$ cat config.mk
export PLATFORM = sky130hd
export DESIGN_NAME = learn_arbiter
export DESIGN_NICKNAME = d
export VERILOG_FILES = /design/src/rtl/learn_arbiter.sv
export SDC_FILE = /design/constraint.sdc
export NUM_CORES = 1
export LEC_CHECK = 0
export CAP_MARGIN = 20
export CELL_PAD_IN_SITES_DETAIL_PLACEMENT = 1
export CELL_PAD_IN_SITES_GLOBAL_PLACEMENT = 2
export CORE_UTILIZATION = 37
export CTS_BUF_LIST = sky130_fd_sc_hd__clkbuf_8
export CTS_CLUSTER_DIAMETER = 100
export DETAILED_ROUTE_END_ITERATION = 12
export MAX_ROUTING_LAYER = met4
export PLACE_DENSITY_LB_ADDON = 0.1
export SLEW_MARGIN = 10
export SYNTH_ARGS = -nofsm -noshare
export SYNTH_HDL_FRONTEND = slang
export SYNTH_SLANG_ARGS = --single-unit
$ cat constraint.sdc
create_clock -name clk -period 10.4 [get_ports clk]
set_input_delay 2.08 -clock clk [delete_from_list [all_inputs] [get_ports clk]]
set_output_delay 2.08 -clock clk [all_outputs]
set_load 0.02 [all_outputs]
$ cat src/rtl/learn_arbiter.sv
// Round-robin sequencer of per-port source-address learn requests into the address table,
// interleaved with periodic aging sweeps so the two never collide on the table interface.
module learn_arbiter #(
    parameter int NUM_PORTS  = 8,
    parameter int ADDR_WIDTH = 48,
    parameter int AGE_PERIOD = 1024,
    localparam int PW = (NUM_PORTS > 1) ? $clog2(NUM_PORTS) : 1
) (
    input  logic                            clk,
    input  logic                            reset,
    input  logic [NUM_PORTS-1:0]            src_valid_i,
    input  logic [NUM_PORTS*ADDR_WIDTH-1:0] src_addr_i,
    output logic [NUM_PORTS-1:0]            src_ready_o,
    output logic                            learn_valid_o,
    output logic [ADDR_WIDTH-1:0]           learn_addr_o,
    output logic [PW-1:0]                   learn_port_o,
    input  logic                            learn_ready_i,
    output logic                            age_req_o,
    input  logic                            age_ack_i
);

    localparam int CW = $clog2(AGE_PERIOD);
    localparam logic [CW-1:0] AGE_LAST = CW'(AGE_PERIOD - 1);

    typedef enum logic [1:0] {
        IDLE,
        ISSUE,
        AGE
    } state_t;

    state_t                  state;
    logic [ADDR_WIDTH-1:0]   slot_addr [NUM_PORTS];
    logic [NUM_PORTS-1:0]    pending;
    logic [NUM_PORTS-1:0]    capture;
    logic [PW-1:0]           last_grant;
    logic [PW-1:0]           grant_port;
    logic [PW-1:0]           cand;
    logic                    grant_found;
    logic [CW-1:0]           age_cnt;
    logic                    age_due;

    // The ready register doubles as the inverted pending bit of each one-entry slot.
    assign pending = ~src_ready_o;
    assign capture = src_valid_i & src_ready_o;

    always_comb begin
        grant_found = 1'b0;
        grant_port  = '0;
        cand        = '0;
        for (int i = 1; i <= NUM_PORTS; i++) begin
            cand = PW'((int'(last_grant) + i) % NUM_PORTS);
            if (!grant_found && pending[cand]) begin
                grant_found = 1'b1;
                grant_port  = cand;
            end
        end
    end

    always_ff @(posedge clk) begin
        for (int p = 0; p < NUM_PORTS; p++) begin
            if (capture[p]) begin
                slot_addr[p] <= src_addr_i[p*ADDR_WIDTH +: ADDR_WIDTH];
            end
        end
    end

    // The handshake release below overrides the capture mask for the granted bit.
    always_ff @(posedge clk) begin
        if (reset) begin
            state         <= IDLE;
            src_ready_o   <= '1;
            learn_valid_o <= 1'b0;
            learn_addr_o  <= '0;
            learn_port_o  <= '0;
            age_req_o     <= 1'b0;
            age_cnt       <= '0;
            age_due       <= 1'b0;
            last_grant    <= PW'(NUM_PORTS - 1);
        end else begin
            src_ready_o <= src_ready_o & ~capture;

            if (!age_due) begin
                if (age_cnt == AGE_LAST) begin
                    age_due <= 1'b1;
                    age_cnt <= '0;
                end else begin
                    age_cnt <= age_cnt + 1'b1;
                end
            end

            case (state)
                IDLE: begin
                    if (age_due) begin
                        age_req_o <= 1'b1;
                        state     <= AGE;
                    end else if (grant_found) begin
                        learn_valid_o <= 1'b1;
                        learn_addr_o  <= slot_addr[grant_port];
                        learn_port_o  <= grant_port;
                        state         <= ISSUE;
                    end
                end
                ISSUE: begin
                    if (learn_ready_i) begin
                        src_ready_o[learn_port_o] <= 1'b1;
                        last_grant                <= learn_port_o;
                        learn_valid_o             <= 1'b0;
                        state                     <= IDLE;
                    end
                end
                AGE: begin
                    if (age_ack_i) begin
                        age_req_o <= 1'b0;
                        age_due   <= 1'b0;
                        state     <= IDLE;
                    end
                end
                default: state <= IDLE;
            endcase
        end
    end

endmodule
======== Word-level counts from Yosys, hierarchy flattened ========
Memory sizes are Yosys's and may differ from the RTL's. A register that Yosys moved wholly into a read port is not among the register bits.
Cells that the tools add are included.
operators by class
  add/subtract/negate cells ............... 9
  order comparisons ....................... 10
  equal/unequal tests ..................... 9
  muxes and demuxes ....................... 69
  bitwise operators ....................... 6
  reduce and logical (&&, ||, !) cells .... 23
operator list
  operator                                                                      count
  1-bit 2-to-1 mux                                                              42
  3-bit by 4-bit less-than comparator with 1-bit output, second input constant  9
  1-bit binary-select mux with 3-bit select                                     8
  3-bit 2-to-1 mux                                                              8
  8-bit AND                                                                     2
  8-bit 2-to-1 mux                                                              2
  8-bit NOT                                                                     2
  3-bit adder, second input constant                                            4
  10-bit by 1-bit adder with 10-bit output, second input constant               1
  10-bit == test, second input constant                                         1
  10-bit 2-to-1 mux                                                             1
  2-bit inequality test, second input constant                                  5
  3-bit AND reduction                                                           3
  1-bit logical AND                                                             8
  2-bit 2-to-1 mux                                                              4
  8-bit bitwise OR                                                              1
  1-bit zero test                                                               7
  3-bit by 1-bit adder with 3-bit output, second input constant                 2
  3-bit by 2-bit adder with 3-bit output, second input constant                 2
  2-bit case mux with 3 select lines                                            1
  1-bit case mux with 2 select lines                                            2
  4-bit AND reduction                                                           1
  2-bit nonzero test                                                            2
  1-bit demux with 3-bit select                                                 1
  7 further kinds                                                               7
storage, ports and cells
  register bits after elaboration ......... 29
  bits in writable memories ............... 384
  input bits .............................. 396
  output and inout port bits .............. 61
  word-level logic and storage cells ...... 135
  memories ................................ 1
memory list
  name       depth  bits a word  read ports  clocked after Yosys merged registers in  write ports  line  text
  slot_addr  8      48           1           1                                        8            32    logic [ADDR_WIDTH-1:0] slot_addr [NUM_PORTS];

======== Depth between registers and ports, before layout ========
Gate-level depths: netlist of run 1.
  word-level depth ........................ 28
  gate-level depth with buffers ........... 18
  depth with buffers taken out ............ 10

======== Worst setup path after synthesis of run 1 ========
OpenSTA, ideal clock, no wires.
  path kind ............................... in2reg
  from .................................... input port src_valid_i[0]
  to ...................................... memory slot_addr[0][0] (enable)
  library setup time ...................... 410 ps
  arrival ................................. 3,229 ps
  data required time ...................... 9,990 ps
  setup slack ............................. 6,761 ps
  cell stages on the path ................. 1
  path buffers ............................ 0
  cell sequence ........................... and2_1
RTL lines
  element      line  text
  from (decl)  11    input logic [NUM_PORTS-1:0] src_valid_i,
  to (decl)    32

======== Final worst setup path of run 1 ========
  from .................................... register last_grant[0]
  to ...................................... register learn_addr_o[39], read port of slot_addr
on the way
  word-level cells in the longest chain between the ends .. 26
  elaborated cells on any way between the ends .. 55
  classes of those cells .................. 8 x add/sub; 32 x mux; 15 x reduce/logical
ends and longest elaborated chain
  element                                    line  text
  from (decl)                                35    logic [PW-1:0] last_grant;
  from (signal assigned)                     78    last_grant <= PW'(NUM_PORTS - 1);
  from (signal assigned)                     106   last_grant <= learn_port_o;
  3-bit by 1-bit adder with 3-bit output     51    cand = PW'((int'(last_grant) + i) % NUM_PORTS);
  1-bit binary-select mux with 3-bit select  52    if (!grant_found && pending[cand]) begin
  1-bit 2-to-1 mux (not written as such)     52
  1-bit 2-to-1 mux                           52
  1-bit zero test                            52
  1-bit logical AND                          52
  1-bit 2-to-1 mux                           52
  1-bit zero test                            52
  (+10 left out)                             -
  1-bit 2-to-1 mux                           52
  1-bit zero test                            52
  1-bit logical AND                          52
  1-bit 2-to-1 mux                           52
  1-bit zero test                            52
  1-bit logical AND                          52
  1-bit 2-to-1 mux                           52
  3-bit AND reduction (no source line)       -
  to (decl)                                  15    output logic [ADDR_WIDTH-1:0] learn_addr_o,
Parallel ways exist; a longest one is shown, timed or not. The select of a mux whose other input is x is not followed.
A chain may end at the register's enable or synchronous reset.

==> qor.csv, run 1 <==
metric,value,unit
synth_flop_cell,edfxtp_1,
clockBufferDepth,3,
clk_pin_slew,0.06,ns
critPathRequiredTime,10.93,ns
status,finished clean,
min_path_type,reg -> reg,
ys_ff_latch,461,
nFillCells,4924,
worst_pin_slew,1.081,ns
drive_above_1_share,9.635,%
drc_errors,0,
multi_input_comb_area,0.004748,mm^2
cts_max_level,3,
rsz0062_at_grt,no,
clockRootBuffer,clkbuf_8,
core,0.04895,mm^2
ys_seq_area_share,71.26,%
postRouteAntennaNets,0,
post_cts_buffers,0,
clock_latency,0.66,ns
syn_inst,1274,
leakage,8.999,nW
fin_cells,2498,
routedWlPerCell,25.64,um
async_flop_share,0,%
cp-start-kind,register,
dp_worst_setup_slack,3.858,ns
dp.cells,2319,
hold_viol,0,
fin_crit_sh,62.29,%
skew,0.02259,ns
crit_cells,12,
worstPathCellList,inv_1 > ha_1 > mux2_1 > mux4_2 > a41oi_1 > a21oi_1 > o31ai_4 > buf_4 > and2_2 > buf_4 > a32oi_1 > a32o_1,
syn_area,0.01834,mm^2
timing.setup.tns,0,ns
finalPower,5.837,mW
die_x,224.7,um
grt.overflow.total,0,
cts_buffers,81,
whs_path_depth,1,
area_growth,36.81,%
peakVddDrop,0.0001865,V
reg2reg_depth,12,
r2r-end,learn_addr_o[39],
rrSetupSlack,3.92,ns
r2r-start,last_grant[0],
synth_cell_type_count,69,
worst_slack,3.922,ns
critical_path_peak_fanout,26,
vias,12890,
arrival,7.01,ns
ctsResizeCount,0,
cp_top_family,compound AO/OA/AOI/OAI gates,
grt_pass1_vias,13910,
cts_tree,yes,
synthesis.nets,1673,
power-per-cell-area,232.6,mW/mm^2
pin_count,457,
min_from,learn_addr_o[18],
drt_pass1_iterations,5,
row_count,81,
avgSynthCellArea,14.40,um^2
maxCapViolations,0,
fmax,154.4,MHz
drv_slew,0,
slew_headroom,27.90,%
initial_core_util,37.47,%
ctsHoldBuffers,0,
dpl.hpwl,42.38,mm
nets,2137,
grt_max_degree,100,
die_y,224.7,um
critical_path_class,reg -> reg,
vias_per_cell,5.161,
critPathBufInv,3,
clock_sinks,461,
gpl.final_weighted_congestion,0.8240,
synth_edf_count,384,
finalCriticalPeriod,6.478,ns
hold_path_end,learn_addr_o[18],
dieArea,0.05047,mm^2
yosysWarningCount,0,
antenna_found_initial,27,
regArea,0.01307,mm^2
drt-initial-drc-count,764,
max_stage_delay,0.93,ns
crit_slowest_cell,dfxtp_1,
path_common_cell,buf_4,
setup_viol,0,
portBuffers,456,
routed_wl,64.06,mm
crit_path_end_kind,register,
grt_pass1_wl,91.16,mm
track_usage,25.90,%
-- routing by layer --
metal	vias to the layer above	part of all wire, %	global-route usage, %
li1	5879	-	-
met1	6448	39	29.49
met2	455	51	43.39
met3	110	6.8	7.577
met4	0	2.9	9.107
met5	-	0	-
-- final cells by class --
| cell class | count | share of cell area (%) |
|---|---|---|
| sequential | 461 | 52.09 |
| multi-input combinational | 706 | 18.92 |
| timing repair buffer | 467 | 18.57 |
| clock buffer | 97 | 5.320 |
| tap | 664 | 3.310 |
| clock inverter | 54 | 1.202 |
| inverter | 21 | 0.3141 |
| antenna | 28 | 0.2792 |
-- cells by family after synthesis --
kind of cell	after synthesis	synth area share (%)
AND/OR/NAND/NOR	389	9.249
multiplexers	95	6.118
XOR/XNOR	10	0.6208
AO/OA/AOI/OAI	209	9.399
buffers and inverters	107	3.144
flip-flops	461	71.26
adder cells (fa/ha/maj)	3	0.2046
-- cell usage after synthesis (3+ instances only) --
cell | count | share of area (%)
a211o_1 | 3 | 0.14
a221o_1 | 8 | 0.44
a21oi_1 | 15 | 0.41
nand2b_1 | 6 | 0.20
mux4_2 | 11 | 1.4
and3_1 | 6 | 0.20
buf_6 | 11 | 0.68
a31oi_1 | 41 | 1.4
a32o_1 | 41 | 2.2
a21o_1 | 3 | 0.12
buf_2 | 31 | 0.85
dfxtp_1 | 77 | 8.4
nand4_1 | 41 | 1.4
mux2_2 | 7 | 0.43
nor2_1 | 29 | 0.59
a32oi_1 | 39 | 1.9
nor2b_1 | 3 | 0.10
mux2i_1 | 72 | 3.9
and2_1 | 13 | 0.44
buf_4 | 14 | 0.57
o21ai_0 | 5 | 0.14
xor2_1 | 5 | 0.24
nor3_1 | 5 | 0.14
o31ai_1 | 5 | 0.20
xnor2_1 | 3 | 0.14
clkbuf_1 | 29 | 0.59
ha_1 | 3 | 0.20
a311oi_1 | 9 | 0.43
a211oi_1 | 19 | 0.78
inv_1 | 21 | 0.43
edfxtp_1 | 384 | 63
nand2_1 | 271 | 5.5
-- metrics by stage --
stage	hold WS [ns]	util [%]	instance area (um^2)
after floorplan	0.4459	-	18340
after global placement	0.4488	47.78	23390
after detailed placement	0.4577	47.78	23390
after CTS	0.4738	51.13	25030
after global routing	0.4755	51.27	25100
final	0.4682	51.27	25100
-- report_power, final --
part	leakage (nW)	internal (mW)	switching [mW]
registers	4.29	2.22	0.114
logic	3.77	0.714	1.12
clock network	0.931	0.900	0.770
-- how the worst max path moves through the flow --
stage | from | to | slack [ns]
finish | last_grant[0] | learn_addr_o[39] | 3.92
global route | last_grant[0] | learn_addr_o[39] | 3.62
CTS | last_grant[0] | learn_addr_o[39] | 3.90
detailed placement | last_grant[0] | learn_addr_o[39] | 3.86
global placement | last_grant[0] | learn_addr_o[22] | 3.99
floorplan | src_valid_i[0] | slot_addr[0][0] | 6.76
-- state kept, by name (all words and copies together), names as in the netlist --
signal and flops:
age_cnt 10, age_due 1, age_req_o 1, last_grant 3
learn_addr_o 48, learn_port_o 3, learn_valid_o 1, slot_addr 384
src_ready_o 8, state 2
-- layout by cell type (no fill, tap or decap), types with 3 or more instances in the layout --
cell type / count
a311oi_1: 9
nor3_1: 5
clkinv_1: 8
mux2_2: 7
dfxtp_1: 77
nand4_1: 41
o21ai_0: 5
diode_2: 28
xor2_1: 5
nor2_4: 3
mux2i_1: 72
nand2b_1: 5
nor2b_1: 3
and2_1: 4
a32oi_1: 39
nand2_1: 271
a32o_1: 41
clkinvlp_4: 6
a21oi_1: 15
nor2_1: 27
clkinv_2: 9
edfxtp_1: 384
a31oi_1: 41
clkbuf_8: 97
and2_4: 8
buf_4: 10
clkdlybuf4s50_1: 456
xnor2_1: 3
mux4_2: 11
a211o_1: 3
and3_1: 6
a221o_1: 8
ha_1: 3
inv_1: 49
o31ai_1: 5
a211oi_1: 19
Power figures use the tool's default switching activity.
==> inputs of run 2 (changes only) <==
--- a/config.mk
+++ b/config.mk
@@ -8,7 +8,7 @@
 export CAP_MARGIN = 20
 export CELL_PAD_IN_SITES_DETAIL_PLACEMENT = 1
 export CELL_PAD_IN_SITES_GLOBAL_PLACEMENT = 2
-export CORE_UTILIZATION = 37
+export CORE_UTILIZATION = 31
 export CTS_BUF_LIST = sky130_fd_sc_hd__clkbuf_8
 export CTS_CLUSTER_DIAMETER = 100
 export DETAILED_ROUTE_END_ITERATION = 12
==> constraint.sdc (replaced) <==
create_clock -name clk -period 5.5 [get_ports clk]
set_input_delay 1.1 -clock clk [delete_from_list [all_inputs] [get_ports clk]]
set_output_delay 1.1 -clock clk [all_outputs]
set_load 0.02 [all_outputs]
==> qor.csv, run 2 (synthesized netlist as in run 1, its figures left out) <==
metric,value,unit,change
clockRootBuffer,clkbuf_8,,
finalCriticalPeriod,4.354,ns,-2.123 ns
timing.setup.tns,0,ns,unchanged
holdWs,0.4678,ns,-0.0004670 ns
status,finished clean,,
cp-start-kind,register,,
drt-initial-drc-count,622,,-19%
rsz0062_at_grt,no,,
grt_pass1_vias,13970,,+0.46%
power-per-cell-area,435.5,mW/mm^2,+87%
fin_crit_sh,79.17,%,+17 points
core,0.05803,mm^2,+19%
slew_headroom,33.66,%,+5.8 points
fin_cells,2608,,+4.4%
clock_sinks,461,,unchanged
drv_slew,0,,unchanged
worstPathCellList,inv_1 > ha_1 > mux4_2 > mux2i_1 > nor4_1 > or4_4 > o31ai_4 > and2_2 > buf_4 > a32oi_1 > a32o_1,,
maxCapViolations,0,,unchanged
utilization,43.50,%,-7.8 points
post_cts_buffers,0,,unchanged
leakage,9.116,nW,+1.3%
track_usage,23.04,%,-2.9 points
worst_slack,1.146,ns,-2.777 ns
critical_path_peak_fanout,16,,-38%
crit_path_end_kind,register,,
cts_buffers,83,,+2.5%
vias_per_cell,4.978,,-3.5%
critPathRequiredTime,6.04,ns,-4.89 ns
pin_count,457,,unchanged
arrival,4.90,ns,-2.11 ns
worst_pin_slew,0.9951,ns,-0.08639 ns
clockBufferDepth,3,,unchanged
grt_max_degree,81,,-19%
fmax,229.7,MHz,+49%
skew,0.02271,ns,+0.0001179 ns
clk_pin_slew,0.06,ns,about the same
dpl.hpwl,45.85,mm,+8.2%
initial_core_util,31.61,%,-5.9 points
mostFrequentLayoutCells,"456 x clkdlybuf4s50_1, 384 x edfxtp_1, 271 x nand2_1",,
max_stage_delay,0.74,ns,-0.19 ns
critical_path_class,reg -> reg,,
grt.overflow.total,0,,unchanged
routed_wl,68.24,mm,+6.5%
setup_viol,0,,unchanged
min_path_type,reg -> reg,,
dieArea,0.06015,mm^2,+19%
row_count,88,,+8.6%
cts_tree,yes,,
die_x,245.3,um,+9.2%
drt_pass1_iterations,4,,-1
hold_viol,0,,unchanged
drc_errors,0,,unchanged
crit_slowest_cell,ha_1,,
routedWlPerCell,26.17,um,+2.0%
drive_above_1_share,9.409,%,-0.23 points
top_regs,"slot_addr: 384 flops, learn_addr_o: 48 flops, age_cnt: 10 flops",,
gpl.final_weighted_congestion,0.8430,,+2.3%
antenna_found_initial,16,,-41%
postRouteAntennaNets,0,,unchanged
die_y,245.3,um,+9.2%
vias,12980,,+0.70%
final_common_cell,clkdlybuf4s50_1,,
largest_register_ffs,384,,unchanged
cts_max_level,3,,unchanged
ctsHoldBuffers,0,,unchanged
area_growth,37.61,%,
portBuffers,456,,unchanged
ctsResizeCount,0,,unchanged
clock_latency,0.67,ns,about the same
peakVddDrop,0.0002489,V,+33%
top_register,slot_addr,,
dp.cells,2438,,+5.1%
dp_worst_setup_slack,1.134,ns,-2.724 ns
nets,2157,,+0.94%
grt_pass1_wl,96.16,mm,+5.5%
-- run 2: layout make-up --
cell class	instances	area, um^2
Tap cell	765	957.2
Multi-Input combinational cell	706	4748
Fill cell	5953	32780
Antenna cell	15	37.54
Sequential cell	461	13070
Timing Repair Buffer	485	4870
Clock inverter	68	281.5
Clock buffer	87	1197
Inverter	21	78.83
-- run 2: stage by stage --
stage	cell area (um^2)	power, mW
2_1_floorplan	18340	6.529
3_3_place_gp	23730	8.168
3_5_place_dp	23730	8.214
4_1_cts	25210	11.17
5_1_grt	25240	11.51
6_report	25240	10.99
-- run 2: final timing paths --
path / slack (ns) / start / endpoint / cells after the start
max: 1.15 / last_grant[0] / learn_addr_o[23] / 11
max reg2reg: 1.15 / last_grant[0] / learn_addr_o[23] / 11
min reg2reg: 0.47 / learn_addr_o[40] / learn_addr_o[40] / 1
min: 0.47 / learn_addr_o[40] / learn_addr_o[40] / 1
-- run 2: layer usage --
metal / part of all wire [%] / vias to the layer above / GRT usage (%)
met5: 0 / - / -
met4: 1.6 / 0 / 5.772
met3: 6.0 / 83 / 5.784
met2: 50 / 377 / 37.96
met1: 42 / 6616 / 28.17
li1: - / 5906 / -
-- run 2: worst max-delay path, delay by kind of cell (launching register included) --
family                     cells  cell delay, ns
DFF                            1            0.33
and+or+nand+nor                3            1.08
adders and majority gates      1            0.74
AOI/OAI and AO/OA              3            0.61
buffers and inverters          2            0.39
muxes                          2            1.07
-- run 2: power breakdown --
part           leakage, nW  internal (mW)  total, mW  switching (mW)
Combinational         3.89           1.47       3.67            2.20
Sequential            4.29           4.19       4.41           0.215
Clock                0.935           1.47       2.92            1.45
==> inputs of run 3 (changes only) <==
==> constraint.sdc (replaced) <==
create_clock -name clk -period 3.6 [get_ports clk]
set_input_delay 0.72 -clock clk [delete_from_list [all_inputs] [get_ports clk]]
set_output_delay 0.72 -clock clk [all_outputs]
set_load 0.02 [all_outputs]
==> qor.csv, run 3 (synthesized netlist as in run 1, its figures left out) <==
metric,value,unit,change
track_usage,23.14,%,+0.098 points
cts_tree,yes,,
power.switching,6.037,mW,+56%
worst_slack,0.1619,ns,-0.9837 ns
reg2reg_depth,9,,-2
clock_latency,0.67,ns,about the same
skew,0.02260,ns,-0.0001049 ns
fin_cells,2645,,+1.4%
nFillCells,5959,,+0.10%
routed_wl,68.86,mm,+0.91%
die_x,245.3,um,unchanged
clockRootBuffer,clkbuf_8,,
portBuffers,456,,unchanged
cts_max_level,3,,unchanged
crit_path_end_kind,register,,
dp.cells,2476,,+1.6%
drive_above_1_share,12.09,%,+2.7 points
clk_pin_slew,0.06,ns,about the same
worst_pin_slew,0.9142,ns,-0.08091 ns
routedWlPerCell,26.04,um,-0.50%
critPathRequiredTime,4.19,ns,-1.85 ns
clock_sinks,461,,unchanged
dp_worst_setup_slack,0.001859,ns,-1.132 ns
nets,2198,,+1.9%
swShare,34.42,%,-0.76 points
rrSetupSlack,0.16,ns,-0.98 ns
vias,13100,,+0.88%
hold_viol,0,,unchanged
setup_viol,0,,unchanged
r2r-end,learn_addr_o[35],,
initial_core_util,31.61,%,unchanged
internal_power,11.50,mW,+61%
cp-start-kind,register,,
peakVddDrop,0.0004344,V,+75%
arrival,4.03,ns,-0.87 ns
row_count,88,,unchanged
vias_per_cell,4.951,,-0.53%
top_register,slot_addr,,
utilization,44.70,%,+1.2 points
slew_headroom,39.06,%,+5.4 points
whs_path_depth,1,,unchanged
top_regs,"slot_addr: 384 flops, learn_addr_o: 48 flops, age_cnt: 10 flops",,
power-per-cell-area,676.3,mW/mm^2,+55%
antenna_found_initial,19,,+3
fin_crit_sh,95.50,%,+16 points
status,finished clean,,
hold_path_end,learn_addr_o[4],,
cts_buffers,82,,-1.2%
dieArea,0.06015,mm^2,unchanged
largest_register_ffs,384,,unchanged
maxCapViolations,0,,unchanged
critical_path_peak_fanout,15,,-1
seq_power_share,38.4,%,-1.7 points
combPwrFrac,35.5,%,+2.1 points
drt-initial-drc-count,746,,+20%
core,0.05803,mm^2,unchanged
drv_slew,0,,unchanged
finalCriticalPeriod,3.438,ns,-0.9163 ns
fmax,290.9,MHz,+27%
final_common_cell,clkdlybuf4s50_1,,
critical_path_class,reg -> reg,,
die_y,245.3,um,unchanged
dpl.hpwl,48.39,mm,+5.5%
mostFrequentLayoutCells,"456 x clkdlybuf4s50_1, 384 x edfxtp_1, 271 x nand2_1",,
grt_pass1_wl,96.40,mm,+0.25%
grt_pass1_vias,13970,,-0.036%
postRouteAntennaNets,0,,unchanged
grt.overflow.total,0,,unchanged
gpl.final_weighted_congestion,0.8523,,+1.1%
drc_errors,0,,unchanged
p_clk_share,26.1,%,-0.4 points
area_growth,41.41,%,
drt_pass1_iterations,5,,+1
leakage,9.411,nW,+3.2%
clockBufferDepth,3,,unchanged
pin_count,457,,unchanged
min_path_type,reg -> reg,,
min_from,learn_addr_o[4],,
grt_max_degree,56,,-31%
r2r-start,last_grant[0],,
## run 3: changes by cell type in the layout (fill, tap and decap cells not counted), moves of 2 or more
cell and change:
a31oi_2 +2, buf_4 +19, clkbuf_8 +4, clkinv_1 -6
diode_2 +4, mux2i_2 +2, mux2i_1 -2, a31oi_1 -2
clkbuf_16 +2, inv_1 -7, buf_12 +20
## run 3: final cells by class
class / count / area [um^2] / area share, %
Timing Repair Buffer: 527 / 5474 / 21.10
Clock inverter: 55 / 261.5 / 1.008
Sequential cell: 461 / 13070 / 50.40
Antenna cell: 19 / 47.55 / 0.1833
Multi-Input combinational cell: 706 / 4796 / 18.49
Clock buffer: 91 / 1252 / 4.828
Tap cell: 765 / 957.2 / 3.690
Inverter: 21 / 78.83 / 0.3039
## run 3: worst max path at each step
stage	from	slack, ns	to	cells past startpoint
global route	last_grant[1]	-0.01	learn_addr_o[21]	12
detailed placement	last_grant[1]	0.002	learn_addr_o[22]	11
global placement	last_grant[0]	0.005	learn_addr_o[28]	12
finish	last_grant[0]	0.16	learn_addr_o[35]	9
floorplan	last_grant[1]	0.08	learn_addr_o[30]	16
CTS	last_grant[1]	0.02	learn_addr_o[26]	11
## run 3: power by group through the flow
stage | registers (mW) | clock network, mW | logic (mW)
floorplan | 7.06 | 0 | 2.92
global placement | 6.84 | 0 | 6.12
detailed placement | 6.85 | 0 | 6.18
CTS | 6.74 | 4.71 | 6.22
global route | 6.80 | 4.92 | 6.65
finish | 6.74 | 4.57 | 6.23
## run 3: metrics by stage
step	TNS (ns)	hold WS [ns]	instance area (um^2)	total power, mW
global placement	0	0.4477	24260	12.96
global route	-0.01790	0.4834	25940	18.37
CTS	0	0.4682	25790	17.68
floorplan	0	0.4459	18340	9.975
detailed placement	0	0.4559	24260	13.03
finish	0	0.4679	25940	17.54
## run 3: per-layer routing
layer	global-route usage [%]	wire length (um)	up-vias
li1	-	-	5988
met3	5.434	4082	90
met1	27.82	28700	6593
met2	38.45	34550	425
met5	-	0	-
met4	6.893	1530	0
## run 3: critical path, stage by stage (launching register included)
cell	delay, ns
dfxtp_1	0.34
buf_4	0.28
mux4_2	0.64
o21ai_0	0.24
o2bb2a_1	0.25
a211oi_2	0.35
o31ai_4	0.16
buf_12	0.16
nor2_1	0.67
a221o_1	0.27
## run 3: timing repair
item                                    in CTS  in global routing
hold buffers                                 0                  0
endpoints found under the hold margin        0                  0
endpoints found under the setup margin       3                 48
pin swaps                                    0                  2
gates resized for setup                      3                  7
gates cloned                                 0                  2
buffers inserted                             0                  2
